### config.mk
export PLATFORM = sky130hd
export DESIGN_NAME = ram_arbiter_flat
export DESIGN_NICKNAME = d
export VERILOG_FILES = /design/src/rtl/ram_arbiter_if.sv /design/src/rtl/ram_arbiter.sv /design/src/flat_wrapper.sv
export SDC_FILE = /design/constraint.sdc
export NUM_CORES = 1
export LEC_CHECK = 0
export ABC_AREA = 1
export CAP_MARGIN = 40
export CORE_AREA = 3 3 126 128
export DETAILED_ROUTE_END_ITERATION = 8
export DIE_AREA = 0 0 129 131
export GPL_TIMING_DRIVEN = 0
export PLACE_DENSITY = 0.77
export SLEW_MARGIN = 25
export SYNTH_ARGS = -nofsm -noshare
export SYNTH_HDL_FRONTEND = slang
export SYNTH_SLANG_ARGS = --single-unit
### constraint.sdc
create_clock -name clk -period 1.8 [get_ports clk]
set_input_delay 0.27 -clock clk [delete_from_list [all_inputs] [get_ports clk]]
set_output_delay 0.27 -clock clk [all_outputs]
set_load 0.05 [all_outputs]
### src/rtl/ram_arbiter_if.sv
// Bus bundle for ram_arbiter: two requester ports, the RAM command/response
// channel and the conflict counter. The arbiter uses the slave view; the
// requesters and the RAM model together use the master view.
interface ram_arbiter_if;
  logic        req0, req1;
  logic        we0, we1;
  logic [2:0]  access0, access1;
  logic [31:0] addr0, addr1;
  logic [31:0] wdata0, wdata1;
  logic        gnt0, gnt1;
  logic        rvalid0, rvalid1;
  logic [31:0] rdata0, rdata1;
  logic        err0, err1;
  logic        ram_load, ram_store;
  logic [2:0]  ram_access;
  logic [31:0] ram_addr, ram_wdata;
  logic [31:0] ram_rdata;
  logic [15:0] conflict_cnt;

  modport slave (
    input  req0, req1, we0, we1, access0, access1, addr0, addr1, wdata0, wdata1,
    input  ram_rdata,
    output gnt0, gnt1, rvalid0, rvalid1, rdata0, rdata1, err0, err1,
    output ram_load, ram_store, ram_access, ram_addr, ram_wdata, conflict_cnt
  );

  modport master (
    output req0, req1, we0, we1, access0, access1, addr0, addr1, wdata0, wdata1,
    output ram_rdata,
    input  gnt0, gnt1, rvalid0, rvalid1, rdata0, rdata1, err0, err1,
    input  ram_load, ram_store, ram_access, ram_addr, ram_wdata, conflict_cnt
  );
endinterface

### src/rtl/ram_arbiter.sv
// Two-port round-robin arbiter in front of a single-ported RAM. Each access
// takes an ISSUE cycle (RAM strobes) and a RESP cycle (completion pulse),
// with illegal accesses completing with err and no RAM side effect.
module ram_arbiter #(
  parameter int unsigned ADDR_LIMIT = 4096
) (
  input logic          clk,
  input logic          rstn,
  ram_arbiter_if.slave bus
);

  typedef enum logic [1:0] {StIdle, StIssue, StResp} state_e;

  state_e      state_q, state_d;
  logic        port_q;  // winner of the latest arbitration, doubles as last-grant
  logic        we_q;
  logic [2:0]  access_q;
  logic [31:0] addr_q, wdata_q;
  logic [15:0] cnt_q;

  logic any_req, both_req, arb, win;
  logic bad_code, misalign, out_of_range, illegal, load_ok;

  assign any_req  = bus.req0 | bus.req1;
  assign both_req = bus.req0 & bus.req1;
  // On a tie the port that did not win last time is served.
  assign win      = both_req ? ~port_q : bus.req1;
  assign arb      = ((state_q == StIdle) || (state_q == StResp)) && any_req;

  // Next-state logic
  always_comb begin
    state_d = state_q;
    unique case (state_q)
      StIdle:  if (any_req) state_d = StIssue;
      StIssue: state_d = StResp;
      StResp:  state_d = any_req ? StIssue : StIdle;
      default: state_d = StIdle;
    endcase
  end

  // State register
  always_ff @(posedge clk or negedge rstn) begin
    if (!rstn) begin
      state_q <= StIdle;
    end else begin
      state_q <= state_d;
    end
  end

  // Capture the winner's command and count ties on every arbitration edge
  always_ff @(posedge clk or negedge rstn) begin
    if (!rstn) begin
      port_q   <= 1'b1;
      we_q     <= 1'b0;
      access_q <= '0;
      addr_q   <= '0;
      wdata_q  <= '0;
      cnt_q    <= '0;
    end else if (arb) begin
      port_q   <= win;
      we_q     <= win ? bus.we1 : bus.we0;
      access_q <= win ? bus.access1 : bus.access0;
      addr_q   <= win ? bus.addr1 : bus.addr0;
      wdata_q  <= win ? bus.wdata1 : bus.wdata0;
      if (both_req && (cnt_q != 16'hFFFF)) cnt_q <= cnt_q + 16'd1;
    end
  end

  // Legality of the latched access: code, alignment and address range
  always_comb begin
    bad_code = 1'b0;
    misalign = 1'b0;
    unique case (access_q)
      3'b000, 3'b100: misalign = 1'b0;
      3'b001, 3'b101: misalign = addr_q[0];
      3'b010:         misalign = |addr_q[1:0];
      default:        bad_code = 1'b1;
    endcase
  end

  assign out_of_range = addr_q >= ADDR_LIMIT;
  assign illegal      = bad_code | misalign | out_of_range | (we_q & access_q[2]);
  assign load_ok      = ~we_q & ~illegal;

  // Port-side and RAM-side outputs; everything idles at zero
  always_comb begin
    bus.gnt0       = 1'b0;
    bus.gnt1       = 1'b0;
    bus.rvalid0    = 1'b0;
    bus.rvalid1    = 1'b0;
    bus.rdata0     = '0;
    bus.rdata1     = '0;
    bus.err0       = 1'b0;
    bus.err1       = 1'b0;
    bus.ram_load   = 1'b0;
    bus.ram_store  = 1'b0;
    bus.ram_access = '0;
    bus.ram_addr   = '0;
    bus.ram_wdata  = '0;
    unique case (state_q)
      StIssue: begin
        if (port_q) bus.gnt1 = 1'b1;
        else        bus.gnt0 = 1'b1;
        bus.ram_access = access_q;
        bus.ram_addr   = addr_q;
        bus.ram_wdata  = wdata_q;
        bus.ram_load   = load_ok;
        bus.ram_store  = we_q & ~illegal;
      end
      StResp: begin
        if (port_q) begin
          bus.rvalid1 = 1'b1;
          bus.err1    = illegal;
          bus.rdata1  = load_ok ? bus.ram_rdata : '0;
        end else begin
          bus.rvalid0 = 1'b1;
          bus.err0    = illegal;
          bus.rdata0  = load_ok ? bus.ram_rdata : '0;
        end
      end
      default: ;
    endcase
  end

  assign bus.conflict_cnt = cnt_q;

endmodule

### src/flat_wrapper.sv
// flat-port wrapper written by rule: the top's interface ports become plain ports
module ram_arbiter_flat 
#(
  parameter int unsigned ADDR_LIMIT = 4096
)
  (clk, rstn, bus_req0, bus_req1, bus_we0, bus_we1, bus_access0, bus_access1, bus_addr0, bus_addr1, bus_wdata0, bus_wdata1, bus_ram_rdata, bus_gnt0, bus_gnt1, bus_rvalid0, bus_rvalid1, bus_rdata0, bus_rdata1, bus_err0, bus_err1, bus_ram_load, bus_ram_store, bus_ram_access, bus_ram_addr, bus_ram_wdata, bus_conflict_cnt);
  ram_arbiter_if bus_i ();
  input logic clk;
  input logic rstn;
  input wire logic [$bits(bus_i.req0)-1:0] bus_req0;
  input wire logic [$bits(bus_i.req1)-1:0] bus_req1;
  input wire logic [$bits(bus_i.we0)-1:0] bus_we0;
  input wire logic [$bits(bus_i.we1)-1:0] bus_we1;
  input wire logic [$bits(bus_i.access0)-1:0] bus_access0;
  input wire logic [$bits(bus_i.access1)-1:0] bus_access1;
  input wire logic [$bits(bus_i.addr0)-1:0] bus_addr0;
  input wire logic [$bits(bus_i.addr1)-1:0] bus_addr1;
  input wire logic [$bits(bus_i.wdata0)-1:0] bus_wdata0;
  input wire logic [$bits(bus_i.wdata1)-1:0] bus_wdata1;
  input wire logic [$bits(bus_i.ram_rdata)-1:0] bus_ram_rdata;
  output wire logic [$bits(bus_i.gnt0)-1:0] bus_gnt0;
  output wire logic [$bits(bus_i.gnt1)-1:0] bus_gnt1;
  output wire logic [$bits(bus_i.rvalid0)-1:0] bus_rvalid0;
  output wire logic [$bits(bus_i.rvalid1)-1:0] bus_rvalid1;
  output wire logic [$bits(bus_i.rdata0)-1:0] bus_rdata0;
  output wire logic [$bits(bus_i.rdata1)-1:0] bus_rdata1;
  output wire logic [$bits(bus_i.err0)-1:0] bus_err0;
  output wire logic [$bits(bus_i.err1)-1:0] bus_err1;
  output wire logic [$bits(bus_i.ram_load)-1:0] bus_ram_load;
  output wire logic [$bits(bus_i.ram_store)-1:0] bus_ram_store;
  output wire logic [$bits(bus_i.ram_access)-1:0] bus_ram_access;
  output wire logic [$bits(bus_i.ram_addr)-1:0] bus_ram_addr;
  output wire logic [$bits(bus_i.ram_wdata)-1:0] bus_ram_wdata;
  output wire logic [$bits(bus_i.conflict_cnt)-1:0] bus_conflict_cnt;
  assign bus_i.req0 = bus_req0;
  assign bus_i.req1 = bus_req1;
  assign bus_i.we0 = bus_we0;
  assign bus_i.we1 = bus_we1;
  assign bus_i.access0 = bus_access0;
  assign bus_i.access1 = bus_access1;
  assign bus_i.addr0 = bus_addr0;
  assign bus_i.addr1 = bus_addr1;
  assign bus_i.wdata0 = bus_wdata0;
  assign bus_i.wdata1 = bus_wdata1;
  assign bus_i.ram_rdata = bus_ram_rdata;
  assign bus_gnt0 = bus_i.gnt0;
  assign bus_gnt1 = bus_i.gnt1;
  assign bus_rvalid0 = bus_i.rvalid0;
  assign bus_rvalid1 = bus_i.rvalid1;
  assign bus_rdata0 = bus_i.rdata0;
  assign bus_rdata1 = bus_i.rdata1;
  assign bus_err0 = bus_i.err0;
  assign bus_err1 = bus_i.err1;
  assign bus_ram_load = bus_i.ram_load;
  assign bus_ram_store = bus_i.ram_store;
  assign bus_ram_access = bus_i.ram_access;
  assign bus_ram_addr = bus_i.ram_addr;
  assign bus_ram_wdata = bus_i.ram_wdata;
  assign bus_conflict_cnt = bus_i.conflict_cnt;
  ram_arbiter #(.ADDR_LIMIT(ADDR_LIMIT)) u_core (.clk(clk), .rstn(rstn), .bus(bus_i));
endmodule
==> results.sh <==
export IMPL_hold_path_class="input port to async pin"
export IMPL_fill_cells=1029
export IMPL_r2r_start="u_core.port_q$_DFFE_PN1P_"
export IMPL_drive_above_1_share=0.3665
export IMPL_placementRows=45
export IMPL_instances_no_fill=1312
export IMPL_die_w_um=129
export IMPL_grt_pass1_wl_um=33690
export IMPL_crit_end="bus_rdata1[11]"
export IMPL_r2r_end="u_core.addr_q[25]$_DFFE_PN0P_"
export IMPL_synth_common_cells="nor2_1 (236), nand2_1 (91), dfrtp_1 (86)"
export IMPL_avgSynthCellArea_um2=7.027
export IMPL_finalHoldViolCount=0
export IMPL_p_leak_nw=4.577
export IMPL_cp_arrival_ns=2.11
export IMPL_syn2layout_area_growth_pct=117.0
export IMPL_grt_usage=0.2556
export IMPL_avgRoutedWirePerCell_um=20.01
export IMPL_grt_remaining_overflow=0
export IMPL_period_needed_ns=2.380
export IMPL_fin_util=0.7666
export IMPL_layout_setup_ws_ns=-0.5803
export IMPL_root_buffer="clkbuf_16"
export IMPL_cpLargestDelayFamily="simple AND/OR/NAND/NOR gates"
export IMPL_synth_flop_cell="dfrtp_1"
export IMPL_drt_initial_drc_count=346
export IMPL_insertion_delay_ns=0.35
export IMPL_synth_top_area_frac=0.4067
export IMPL_fmax_mhz=420.1
export IMPL_clock_sinks=87
export IMPL_async_flop_share=1.000
export IMPL_totalWireLength_um=26250
export IMPL_seq_area_frac_synth=0.4117
export IMPL_worst_slew_pin_slew_ns=0.5991
export IMPL_dp_cells=1268
export IMPL_cts_buffer_depth=2
export IMPL_cts_htree_levels=3
export IMPL_rsz0062_at_grt="yes"
export IMPL_setup_viol_count_final=136
export IMPL_diodes=0
export IMPL_synth_cell_type_count=27
export IMPL_dpl_worst_slack_ns=-0.8607
export IMPL_yosysWarnings=0
export IMPL_numPortBuffers=326
export IMPL_antenna_left=0
export IMPL_crit_cells=10
export IMPL_drc=0
export IMPL_slew_headroom=0.6006
export IMPL_synth_edff_count=0
export IMPL_grt_antenna_before_repair=0
export IMPL_ys_seq_elements=87
export IMPL_fin_skew_ns=0.006471
export IMPL_critPathMaxFanout=8
export IMPL_place_congestion=0.8508
export IMPL_final_setup_tns_ns=-45.07
export IMPL_clk_pin_slew_ns=0.07
export IMPL_grt_pass1_vias=6167
export IMPL_ir_drop_mv=0.5972
export IMPL_cp_common_cell="nor2_4"
export IMPL_syn_inst=753
export IMPL_crit_path_cell_trace="nor2_1 > nand2_1 > nor2_2 > nand2_2 > nor2_4 > buf_12 > buf_16 > nand3_4 > nor2_4 > buf_8"
export IMPL_critPathSlowestCell="dfrtp_1"
export IMPL_start_util=0.3533
export IMPL_reg2reg_depth=7
export IMPL_vias=6854
export IMPL_vias_per_cell=5.224
export IMPL_cts_tree="done"
export IMPL_synth_area_mm2=0.005291
export IMPL_dp_hpwl_um=16790
export IMPL_critPathBufInv=3
export IMPL_layout_nets=1292
export IMPL_start_kind="flip-flop"
export IMPL_fin_crit_sh=1.322
export IMPL_synth_top_cell_by_area="dfrtp_1"
export IMPL_status="finished, violations left"
export IMPL_core_area_mm2=0.01498
export IMPL_die_height_um=131
export IMPL_synth_most_common_cell="nor2_1"
export IMPL_numCtsBuffers=9
export IMPL_cp_startpoint="u_core.addr_q[17]$_DFFE_PN0P_"
export IMPL_synthTopCellsByArea="dfrtp_1 (41%), nor2_1 (17%), o22ai_1 (8.0%), nand2_1 (6.5%), inv_1 (5.7%)"
export IMPL_power_per_cell_area_mw_per_mm2=756.6
export IMPL_finalMaxSlewViolations=0
export IMPL_violations="setup timing"
export IMPL_die_area_mm2=0.01690
export IMPL_worst_setup_path_type="flip-flop to primary output"
export IMPL_grt_max_degree=46
export IMPL_end_kind="primary output"
export IMPL_syn_nets=926
export IMPL_dr_pass1_iters=5
export IMPL_hold_slack_ns=0.4155
export IMPL_num_io_pins=327
export IMPL_crit_required_ns=1.53
export IMPL_maxCapViolations=0
export IMPL_crit_path_max_incr_delay_ns=0.39
export IMPL_r2r_slack_ns=-0.04
## registers in the layout (all words and copies together) (netlist names)
register                 cells
u_core.addr_q               32
u_core.wdata_q              32
u_core.bus.conflict_cnt     16
u_core.access_q              3
u_core.state_q               2
u_core.port_q                1
u_core.we_q                  1
## how the worst min path moves through the flow
stage,end,depth (start not counted)
global route,u_core.bus.conflict_cnt[5]$_DFFE_PN0P_,2
detailed placement,u_core.bus.conflict_cnt[8]$_DFFE_PN0P_,1
CTS,u_core.bus.conflict_cnt[10]$_DFFE_PN0P_,2
finish,u_core.bus.conflict_cnt[10]$_DFFE_PN0P_,2
floorplan,u_core.access_q[0]$_DFFE_PN0P_,0
global placement,u_core.port_q$_DFFE_PN1P_,1
## what timing repair did
| action | CTS | global route |
|---|---|---|
| endpoints found under the hold margin | 44 | 0 |
| hold buffers | 1 | 0 |
| setup buffers | 8 | 9 |
| endpoints found under the setup margin | 155 | 157 |
| resized for setup | 1007 | 331 |
| pin swaps | 20 | 67 |
| gates cloned | 2 | 8 |
## cells in the final DEF (no fill, tap or decap), types with 2 or more instances in the layout
master | synthesis | layout
dfrtp_1 | 86 | 84
buf_6 | 5 | 70
nand2_4 | 0 | 2
o22ai_1 | 68 | 68
nor2_1 | 236 | 93
buf_4 | 1 | 9
clkinv_2 | 0 | 3
clkbuf_1 | 26 | 19
buf_8 | 0 | 84
clkbuf_16 | 0 | 17
nand4_1 | 7 | 7
xor2_1 | 3 | 3
clkinv_1 | 2 | 2
nand3_4 | 1 | 32
o21ai_0 | 57 | 54
nand3_2 | 28 | 2
nor2_4 | 1 | 135
clkinvlp_4 | 0 | 2
nand3_1 | 13 | 8
inv_1 | 80 | 78
nand2_2 | 1 | 3
inv_2 | 4 | 4
o21ai_1 | 14 | 17
xnor2_1 | 4 | 4
buf_12 | 0 | 10
buf_2 | 11 | 12
clkinv_4 | 0 | 2
dlygate4sd2_1 | 0 | 16
clkdlybuf4s50_1 | 0 | 170
dfrtp_2 | 0 | 2
nand2_1 | 91 | 87
nor2_2 | 3 | 13
buf_16 | 0 | 3
## worst register-to-register path: stages (launching register included)
cell and delay (ns):
dfstp_2 0.61, nand2_1 0.11, nand2_4 0.12, inv_2 0.08, buf_2 0.19, buf_4 0.20
o21ai_1 0.24, o22ai_1 0.14
## where the power goes
group	switching [W]	total (W)	leakage (nW)	internal (W)
logic	0.00271	0.00433	3.37	0.00162
clock network	0.000860	0.00180	0.132	0.000937
registers	0.000224	0.00256	1.07	0.00234
## cells by family (layout without fill, tap and decap cells)
group,after synthesis,count (layout),synth area share
buffers and inverters,136,506,0.1069
flip-flops,87,87,0.4117
AO/OA/AOI/OAI,140,140,0.1506
XOR/XNOR,7,7,0.01159
AND/OR/NAND/NOR,382,383,0.3169
adder cells (fa/ha/maj),1,1,0.002364
## metal layers
layer | global-route usage | vias up | share of wire
li1 | - | 3169 | -
met1 | 0.3128 | 3286 | 0.35
met2 | 0.4491 | 341 | 0.54
met3 | 0.06423 | 58 | 0.079
met4 | 0.06918 | 0 | 0.032
met5 | 0 | - | 0
## area by class of cell
type                       count  area (um2)  area share
clock inverter                 7       47.55    0.004141
multi-input combinational    531        3867      0.3369
buffer                        50       419.2     0.03651
clock buffer                   9       225.2     0.01962
sequential                    87        2181      0.1900
timing repair buffer         354        4175      0.3637
tap                          188       235.2     0.02049
inverter                      86       330.3     0.02877
## metrics by stage
stage	cell area [um2]	total power [W]
global route	11480	0.009040
floorplan	5798	0.004569
finish	11480	0.008686
detailed placement	9325	0.005890
CTS	9956	0.007727
global placement	9296	0.005838
(Power assumes the default switching activity.)
